--- src/rtl/xm23_pkg.sv ---
// xm23_pkg: shared types and helpers for the XM23 memory controller.
//   xm23_state_e : controller state encoding (StIdle / StAccess / StDone)
//   WaitCntW     : width of the wait-state counter (covers 0..7)
//   lane_idx_w() : number of address bits that select a byte lane
package xm23_pkg;

  typedef enum logic [1:0] {
    StIdle,
    StAccess,
    StDone
  } xm23_state_e;

  localparam int unsigned WaitCntW = 3;

  // log2 of the byte-lane count; 1 for a 16-bit bus, 2 for a 32-bit bus.
  function automatic int unsigned lane_idx_w(input int unsigned data_w);
    return $clog2(data_w / 8);
  endfunction

endpackage

--- src/rtl/xm23_byte_lane.sv ---
// xm23_byte_lane: combinational byte-lane steering for the memory bus.
//   i_byte_acc  : 1 = byte access on lane i_lane, 0 = full-word access
//   i_lane      : byte lane index (low address bits of MAR)
//   i_wdata     : write data held by the controller
//   i_mem_rdata : raw read data from memory
//   o_be        : byte enables (one-hot for bytes, all ones for words)
//   o_wdata     : write data with the low byte replicated to every lane for bytes
//   o_rdata     : read data, selected lane zero-extended for bytes
module xm23_byte_lane
  import xm23_pkg::*;
#(
  parameter int unsigned DATA_W = 16,
  parameter int unsigned LANES  = DATA_W / 8,
  parameter int unsigned LANE_W = lane_idx_w(DATA_W)
) (
  input  logic              i_byte_acc,
  input  logic [LANE_W-1:0] i_lane,
  input  logic [DATA_W-1:0] i_wdata,
  input  logic [DATA_W-1:0] i_mem_rdata,
  output logic [LANES-1:0]  o_be,
  output logic [DATA_W-1:0] o_wdata,
  output logic [DATA_W-1:0] o_rdata
);

  always_comb begin
    o_be    = '0;
    o_wdata = '0;
    o_rdata = '0;
    if (i_byte_acc) begin
      o_be[i_lane] = 1'b1;
      for (int k = 0; k < int'(LANES); k++) begin
        o_wdata[k*8 +: 8] = i_wdata[7:0];
      end
      o_rdata[7:0] = i_mem_rdata[{i_lane, 3'b000} +: 8];
    end else begin
      o_be    = '1;
      o_wdata = i_wdata;
      o_rdata = i_mem_rdata;
    end
  end

endmodule

--- src/rtl/xm23_mem_ctrl.sv ---
// xm23_mem_ctrl: single-outstanding CPU-to-memory access controller.
// Latches a request into MAR / write buffer, drives the memory bus for
// WAIT_STATES+1 cycles, captures read data into MDR and pulses ready.
// Misaligned word requests skip the bus and complete with err=1.
// Optional feature: define XM23_MEM_BKPT_EN to enable the read breakpoint.
// Ports:
//   Clock, Reset_n                 : clock, async active-low reset
//   req, we, byte_acc, addr, wdata : CPU request
//   rdata, ready, err, busy        : CPU response / status
//   mem_addr, mem_en, mem_we, mem_be, mem_wdata, mem_rdata : memory bus
//   bkpt_addr, bkpt_on, bkpt_hit   : read breakpoint
module xm23_mem_ctrl
  import xm23_pkg::*;
#(
  parameter int unsigned ADDR_W      = 16,
  parameter int unsigned DATA_W      = 16,
  parameter int unsigned WAIT_STATES = 1
) (
  input  logic                Clock,
  input  logic                Reset_n,
  input  logic                req,
  input  logic                we,
  input  logic                byte_acc,
  input  logic [ADDR_W-1:0]   addr,
  input  logic [DATA_W-1:0]   wdata,
  output logic [DATA_W-1:0]   rdata,
  output logic                ready,
  output logic                err,
  output logic                busy,
  output logic [ADDR_W-1:0]   mem_addr,
  output logic                mem_en,
  output logic                mem_we,
  output logic [DATA_W/8-1:0] mem_be,
  output logic [DATA_W-1:0]   mem_wdata,
  input  logic [DATA_W-1:0]   mem_rdata,
  input  logic [ADDR_W-1:0]   bkpt_addr,
  input  logic                bkpt_on,
  output logic                bkpt_hit
);

  localparam int unsigned Lanes = DATA_W / 8;
  localparam int unsigned LaneW = lane_idx_w(DATA_W);
  localparam logic [WaitCntW-1:0] LastCnt = WaitCntW'(WAIT_STATES);

  xm23_state_e         r_state, w_state_nxt;
  logic [WaitCntW-1:0] r_cnt, w_cnt_nxt;
  logic [ADDR_W-1:0]   r_mar;
  logic [DATA_W-1:0]   r_mdr;
  // Write data is buffered apart from MDR so writes never disturb rdata.
  logic [DATA_W-1:0]   r_wdr;
  logic                r_we;
  logic                r_byte;
  logic                r_err;

  logic                w_accept;
  logic                w_misalign;
  logic                w_last;
  logic                w_capture;
  logic [Lanes-1:0]    w_be;
  logic [DATA_W-1:0]   w_wdata;
  logic [DATA_W-1:0]   w_lane_rdata;

  assign w_accept   = (r_state == StIdle) && req;
  assign w_misalign = !byte_acc && (addr[LaneW-1:0] != '0);

  // Next-state and wait counter
  always_comb begin
    w_state_nxt = r_state;
    w_cnt_nxt   = r_cnt;
    w_last      = 1'b0;
    unique case (r_state)
      StIdle: begin
        if (req) begin
          w_state_nxt = w_misalign ? StDone : StAccess;
          w_cnt_nxt   = '0;
        end
      end
      StAccess: begin
        if (r_cnt == LastCnt) begin
          w_last      = 1'b1;
          w_state_nxt = StDone;
        end else begin
          w_cnt_nxt = r_cnt + WaitCntW'(1);
        end
      end
      StDone:  w_state_nxt = StIdle;
      default: w_state_nxt = StIdle;
    endcase
  end

  assign w_capture = (r_state == StAccess) && w_last && !r_we;

  always_ff @(posedge Clock or negedge Reset_n) begin
    if (!Reset_n) begin
      r_state <= StIdle;
      r_cnt   <= '0;
    end else begin
      r_state <= w_state_nxt;
      r_cnt   <= w_cnt_nxt;
    end
  end

  always_ff @(posedge Clock or negedge Reset_n) begin
    if (!Reset_n) begin
      r_mar  <= '0;
      r_wdr  <= '0;
      r_we   <= 1'b0;
      r_byte <= 1'b0;
      r_err  <= 1'b0;
    end else if (w_accept) begin
      r_mar  <= addr;
      r_wdr  <= wdata;
      r_we   <= we;
      r_byte <= byte_acc;
      r_err  <= w_misalign;
    end
  end

  always_ff @(posedge Clock or negedge Reset_n) begin
    if (!Reset_n) begin
      r_mdr <= '0;
    end else if (w_capture) begin
      r_mdr <= w_lane_rdata;
    end
  end

  xm23_byte_lane #(
    .DATA_W (DATA_W),
    .LANES  (Lanes),
    .LANE_W (LaneW)
  ) u_byte_lane (
    .i_byte_acc  (r_byte),
    .i_lane      (r_mar[LaneW-1:0]),
    .i_wdata     (r_wdr),
    .i_mem_rdata (mem_rdata),
    .o_be        (w_be),
    .o_wdata     (w_wdata),
    .o_rdata     (w_lane_rdata)
  );

  assign mem_en    = (r_state == StAccess);
  assign mem_we    = mem_en && r_we;
  assign mem_be    = mem_en ? w_be : '0;
  assign mem_wdata = w_wdata;
  assign mem_addr  = {r_mar[ADDR_W-1:LaneW], {LaneW{1'b0}}};
  assign ready     = (r_state == StDone);
  assign err       = ready && r_err;
  assign busy      = (r_state != StIdle);
  assign rdata     = r_mdr;

`ifdef XM23_MEM_BKPT_EN
  logic r_bkpt;

  always_ff @(posedge Clock or negedge Reset_n) begin
    if (!Reset_n) begin
      r_bkpt <= 1'b0;
    end else if (w_accept) begin
      r_bkpt <= !we && bkpt_on && (addr == bkpt_addr);
    end
  end

  assign bkpt_hit = ready && r_bkpt;
`else
  logic w_unused_bkpt;
  assign w_unused_bkpt = ^{bkpt_addr, bkpt_on};
  assign bkpt_hit      = 1'b0;
`endif

endmodule

--- config.mk ---
export PLATFORM = sky130hd
export DESIGN_NAME = xm23_mem_ctrl
export DESIGN_NICKNAME = d
export VERILOG_FILES = /design/src/rtl/xm23_pkg.sv /design/src/rtl/xm23_byte_lane.sv /design/src/rtl/xm23_mem_ctrl.sv
export SDC_FILE = /design/constraint.sdc
export NUM_CORES = 1
export LEC_CHECK = 0
export CELL_PAD_IN_SITES_DETAIL_PLACEMENT = 1
export CELL_PAD_IN_SITES_GLOBAL_PLACEMENT = 2
export CORE_MARGIN = 4
export CORE_UTILIZATION = 21
export DETAILED_ROUTE_END_ITERATION = 12
export PLACE_DENSITY = 0.85
export RECOVER_POWER = 100
export SLEW_MARGIN = 0
export SYNTH_ARGS = -nofsm -noshare
export SYNTH_HDL_FRONTEND = slang
export SYNTH_SLANG_ARGS = --single-unit
--- constraint.sdc ---
create_clock -name Clock -period 1.71 [get_ports Clock]
set_input_delay 0.513 -clock Clock [delete_from_list [all_inputs] [get_ports Clock]]
set_output_delay 0.513 -clock Clock [all_outputs]
set_load 0.005 [all_outputs]
==> run summary, run 1 <==
startpoint types = register
Root Driver = clkbuf_16
critical path type = reg2out
minimum clock period = 1890 ps
Slowest Stage Delay on Critical Path = 430 ps
post-synthesis cell type count = 27
count of final hold-check violations = 0
Slew Limit Fails = 0
clock latency on the worst-skew pair = 290 ps
Routed wire per std cell = 14.3 um
hpwl dp = 5.50 mm
I/O Buffers = 106
Initial Util = 21.6%
Rel. slew slack = 45.4%
P&R area growth vs syn = 62.1%
Top Family by Delay on Critical Path = flip-flops
failing checks = negative setup slack
Slew @ Worst Pin = 819 ps
max-cap viol count = 0
clock buffer depth = 2
FMAX = 0.530 GHz
pin count of the biggest net entering global routing = 57
fin crit share = 110%
Mean Syn Cell Area = 10.4 um^2
CTS tree = yes
P per Cell Area = 1730 nW/um^2
Leak Pwr = 0.00202 uW
initial antenna violation count = 0
nets = 448
synthesized cell area = 2610 um^2
Clock Sinks = 56
Vias = 2152
Hold Buf Count CTS = 0
Synth Instances = 251
Synth Warn # = 0
crit path buf inv count = 3
antenna cells = 0
Fin Clk Skew = 4.95 ps
Die Y-Extent = 119 um
TritonCTS Buffers = 5
die width = 119 um
First-pass DRT Iterations = 3
Crit-path slowest cell = dfrtp_2
most frequent cells in the layout = nand2_1 (105), clkdlybuf4s50_1 (78), dfrtp_1 (54)
RSZ-0062 raised after global routing = true
# setup viols final = 9
Residual DRC = 0
grt ovf = 0
part of the Yosys area used for sequential elements = 53.7%
final wirelength = 7.79 mm
Top Ports = 126
Arr. time, crit path = 1370 ps
critical path, cell by cell = buf_6 > buf_12 > mux2_2 > buf_2
VDD IR max = 527 uV
row count = 40
Clk pin slew, worst setup/hold paths = 70 ps
H-tree depth = 2
first-pass GRT wire length = 12.3 mm
via density per instance = 3.95
number of antenna-violating nets in the routed design = 0
Core ar. = 12100 um^2
Worst Setup SP = r_byte$_DFFE_PN0P_
die area = 14300 um^2
layout cells sized above 1 = 25.7%
worst r2r src = r_byte$_DFFE_PN0P_
setup ws final = -176 ps
Total GRT Usage = 10.6%
commonest non-fill, non-tap cell in the layout = nand2_1
Critical Path RT = 1200 ps
initial DRC count = 63
status = finished, violations left
Final Wtd Congestion = 0.779
Worst Hold Class = in2async
number of global-route vias before repair = 2394
CP endpoint kind = primary output
Seq cells post-synth = 56
post-route setup TNS = -1140 ps
largest fanout on the critical path = 5
worst slack at placement = -247 ps
routing by layer:
metal | vias up | routed length (um) | GRT usage, % | share of wire, %
li1 | 1032 | - | - | -
met2 | 71 | 3910 | 19.1 | 50
met5 | - | 0 | 0 | 0
met3 | 5 | 571 | 3.51 | 7.3
met1 | 1044 | 3270 | 12.5 | 42
met4 | 0 | 39 | 1.93 | 0.50
path summary, 6_finish.rpt:
path / to / slack (ps) / cells past startpoint
max in group asynchronous: r_byte$_DFFE_PN0P_ / 700 / 2
worst max register to register: rdata[1]$_DFFE_PN0P_ / 20 / 7
worst min register to register: r_wdr[13]$_DFFE_PN0P_ / 480 / 2
min in group Clock: r_wdr[13]$_DFFE_PN0P_ / 480 / 2
worst max-delay path: mem_wdata[12] / -180 / 4
worst min-delay path: rdata[15]$_DFFE_PN0P_ / 440 / 2
stage by stage:
| stage | cells | instance area, um^2 | total power, uW | hold WS [ps] | util [%] |
|---|---|---|---|---|---|
| detailed placement | 519 | 3890 | 5960 | 464 | 32.2 |
| global placement | 519 | 3890 | 5820 | 453 | 32.2 |
| global route | 545 | 4230 | 7900 | 508 | 35.1 |
| finish | 545 | 4230 | 7330 | 438 | 35.1 |
| CTS | 535 | 4130 | 7230 | 240 | 34.3 |
| floorplan | 252 | 2610 | 3980 | 217 | - |
report_power, final:
| group | switching, uW | total, uW | internal [uW] | leakage [uW] |
|---|---|---|---|---|
| registers | 412 | 2370 | 1960 | 0.000693 |
| logic | 1490 | 3910 | 2420 | 0.00126 |
| clock network | 463 | 1050 | 587 | 0.0000712 |
| total | 2370 | 7330 | 4970 | 0.00202 |
cells in the mapped netlist:
master / n / area, um^2
mux2_4: 10 / 150
clkbuf_1: 1 / 3.75
mux2_2: 22 / 248
nand2_1: 106 / 398
or3b_2: 1 / 8.76
buf_6: 3 / 33.8
conb_1: 1 / 3.75
mux2i_1: 1 / 10.0
buf_4: 10 / 75.1
dfrtp_1: 56 / 1400
nand2b_4: 1 / 13.8
a21oi_1: 3 / 15.0
nor3b_1: 1 / 7.51
a211o_1: 1 / 8.76
or2_2: 1 / 6.26
o21ai_0: 4 / 20.0
nor2_1: 1 / 3.75
buf_2: 6 / 30.0
and2_1: 2 / 12.5
ha_1: 2 / 25.0
nor3_4: 1 / 16.3
and2b_2: 1 / 8.76
buf_12: 1 / 20.0
nand2b_1: 1 / 6.26
inv_1: 4 / 15.0
nor2b_1: 9 / 56.3
a32o_1: 1 / 10.0
sequential cells by signal, summed over array words and instances (netlist names):
register / count
r_mar: 16
r_wdr: 16
rdata: 16
r_cnt: 3
r_state: 2
r_byte: 1
r_err: 1
r_we: 1
cell families after synthesis:
family                     count (synthesis)  share of synthesized area (%)
muxes                                     33                           15.6
adders and majority gates                  2                          0.960
DFF                                       56                           53.7
other                                      1                          0.144
AOI/OAI and AO/OA                          9                           2.06
and+or+nand+nor                          125                           20.6
buffers and inverters                     25                           6.81
layout make-up:
class	count	area (um^2)
Timing Repair Buffer	138	1340
Fill cell	1350	7830
Multi-Input combinational cell	171	1110
Tap cell	168	210
Inverter	4	17.5
Clock buffer	8	146
Sequential cell	56	1400
what timing repair did:
action,CTS,global route
endpoints found under the setup margin,19,55
setup buffers,7,11
gates cloned,1,0
gates resized for setup,78,27
pin swaps,1,0
Note: power is estimated with default switching activity, not from simulation.
==> inputs of run 2 (changes only) <==
--- a/config.mk
+++ b/config.mk
@@ -5,6 +5,7 @@
 export SDC_FILE = /design/constraint.sdc
 export NUM_CORES = 1
 export LEC_CHECK = 0
+export CAP_MARGIN = 20
 export CELL_PAD_IN_SITES_DETAIL_PLACEMENT = 1
 export CELL_PAD_IN_SITES_GLOBAL_PLACEMENT = 2
 export CORE_MARGIN = 4
==> results of run 2 <==
No change in the layout: final DEF, timing and power equal those of run 1.
==> inputs of run 3 (changes only) <==
--- a/config.mk
+++ b/config.mk
@@ -8,11 +8,13 @@
 export CAP_MARGIN = 20
 export CELL_PAD_IN_SITES_DETAIL_PLACEMENT = 1
 export CELL_PAD_IN_SITES_GLOBAL_PLACEMENT = 2
+export CORE_ASPECT_RATIO = 1.25
 export CORE_MARGIN = 4
 export CORE_UTILIZATION = 21
 export DETAILED_ROUTE_END_ITERATION = 12
 export PLACE_DENSITY = 0.85
 export RECOVER_POWER = 100
+export SETUP_SLACK_MARGIN = 0.4
 export SLEW_MARGIN = 0
 export SYNTH_ARGS = -nofsm -noshare
 export SYNTH_HDL_FRONTEND = slang
==> run summary, run 3 (same netlist as run 1, synthesis figures left out) <==
Internal Dissipation = 6060 uW
Leak Pwr = 0.00245 uW
max-cap viol count = 0
Seq pwr share = 26.3%
Residual DRC = 0
via density per instance = 4.08
Slew @ Worst Pin = 782 ps
critical path type = reg2out
TritonCTS Buffers = 5
Final Util = 41.9%
P per Cell Area = 1830 nW/um^2
Top Ports = 126
status = finished, violations left
cell area after layout = 5100 um^2
largest fanout on the critical path = 7
count of final hold-check violations = 0
Final Wtd Congestion = 0.723
grt ovf = 0
layout cells sized above 1 = 53.5%
first-pass GRT wire length = 14.9 mm
Root Driver = clkbuf_16
I/O Buffers = 106
critical path, cell by cell = buf_12 > buf_8 > mux2_4 > buf_6
Rel. slew slack = 47.9%
First-pass DRT Iterations = 4
Clk pin slew, worst setup/hold paths = 70 ps
setup ws final = -217 ps
die width = 108 um
multi-input logic area = 1440 um^2
Fin Clk Skew = 3.39 ps
layout filler cell count = 1384
clock latency on the worst-skew pair = 290 ps
Psw = 3290 uW
Clock Power Share = 11.4%
register area = 1400 um^2
hpwl dp = 5.82 mm
number of antenna-violating nets in the routed design = 0
RSZ-0062 raised after global routing = true
CTS tree = yes
pin count of the biggest net entering global routing = 30
Hold Slack = 376 ps
Total GRT Usage = 13.6%
nets = 501
Worst Hold Class = in2async
clock buffer depth = 2
commonest non-fill, non-tap cell in the layout = dfrtp_1
H-tree depth = 2
Critical Path RT = 1200 ps
initial antenna violation count = 0
Post-DP Area = 3990 um^2
Crit-path slowest cell = dfrtp_1
failing checks = negative setup slack
Routed wire per std cell = 16.9 um
Comb power frac = 62.3%
row count = 45
Clock Sinks = 56
Sw Share = 35.2%
Slowest Stage Delay on Critical Path = 420 ps
P&R area growth vs syn = 95.5%
fin crit share = 113%
Slew Limit Fails = 0
most frequent cells in the layout = dfrtp_1 (56), clkdlybuf4s50_1 (50), nand2_2 (41)
Initial Util = 21.4%
VDD IR max = 557 uV
FMAX = 0.519 GHz
placed cells = 520
fin cells = 594
R2R Setup Slk = -150 ps
Worst R2R End = r_mar[9]$_DFFE_PN0P_
Die Y-Extent = 133 um
initial DRC count = 17
R2R cell count = 8
final wirelength = 10.0 mm
number of global-route vias before repair = 2652
Arr. time, crit path = 1410 ps
CP endpoint kind = primary output
Core ar. = 12200 um^2
antenna cells = 0
# setup viols final = 64
die area = 14300 um^2
Vias = 2424
worst r2r src = r_state[1]$_DFFE_PN0P_
minimum clock period = 1930 ps
startpoint types = register
[run 3: cell count changes in the layout (fill, tap and decap cells not counted), moves of 17 or more]
| cell | before | now |
|---|---|---|
| nand2_2 | 0 | 41 |
| buf_6 | 10 | 35 |
| buf_4 | 18 | 35 |
| clkbuf_1 | 2 | 34 |
| nand2_1 | 105 | 38 |
| nand2_4 | 1 | 27 |
| clkdlybuf4s50_1 | 78 | 50 |
[run 3: cell type report]
type                    instances  area share [%]
flip-flops and latches         56            27.5
well taps                     164            4.02
clock buffers                   8            2.87
inverters                       4           0.344
multi-input cells             171            28.3
repair buffers                191            37.0
[run 3: power by group through the flow]
stage	Clock (uW)	Combinational, uW	Sequential (uW)
global route	1160	6260	2550
global placement	0	3760	2370
floorplan	0	1860	2350
finish	1070	5820	2460
detailed placement	0	3890	2400
CTS	1120	5210	2400
[run 3: through the flow]
| stage | TNS [ps] | total power [uW] | worst slack, ps |
|---|---|---|---|
| floorplan | 0 | 4210 | 140 |
| global placement | -4220 | 6130 | -137 |
| detailed placement | -5220 | 6290 | -156 |
| CTS | -2610 | 8730 | -231 |
| global route | -7490 | 9970 | -252 |
| finish | -3960 | 9350 | -217 |
[run 3: worst max path at each step]
stage / from / end / cells after the start
floorplan: r_cnt[1]$_DFFE_PN0P_ / rdata[0]$_DFFE_PN0P_ / 6
global placement: r_byte$_DFFE_PN0P_ / mem_wdata[10] / 3
detailed placement: req / r_cnt[1]$_DFFE_PN0P_ / 5
CTS: r_byte$_DFFE_PN0P_ / mem_wdata[13] / 4
global route: r_byte$_DFFE_PN0P_ / mem_wdata[10] / 4
finish: r_byte$_DFFE_PN0P_ / mem_wdata[10] / 4
[run 3: timing repair]
| item | 4_1_cts | 5_1_grt |
|---|---|---|
| endpoints found under the hold margin | 0 | 0 |
| setup buffers | 35 | 21 |
| hold buffers | 0 | 0 |
| resized for setup | 314 | 71 |
| pin swaps | 18 | 32 |
| gates cloned | 9 | 1 |
| setup endpoints to repair | 110 | 110 |
[run 3: critical path, delay by kind of cell, from the launching register on]
kind     cells  cell delay (ps)
mux          1              290
flops        1              420
buf+inv      3              400
[run 3: routing by layer]
metal	GRT usage (%)	vias to the layer above	share of wire, %
met2	26.2	61	57
met4	4.21	0	1.7
met3	1.95	12	3.7
met1	15.1	1204	37
met5	0	-	0
li1	-	1147	-
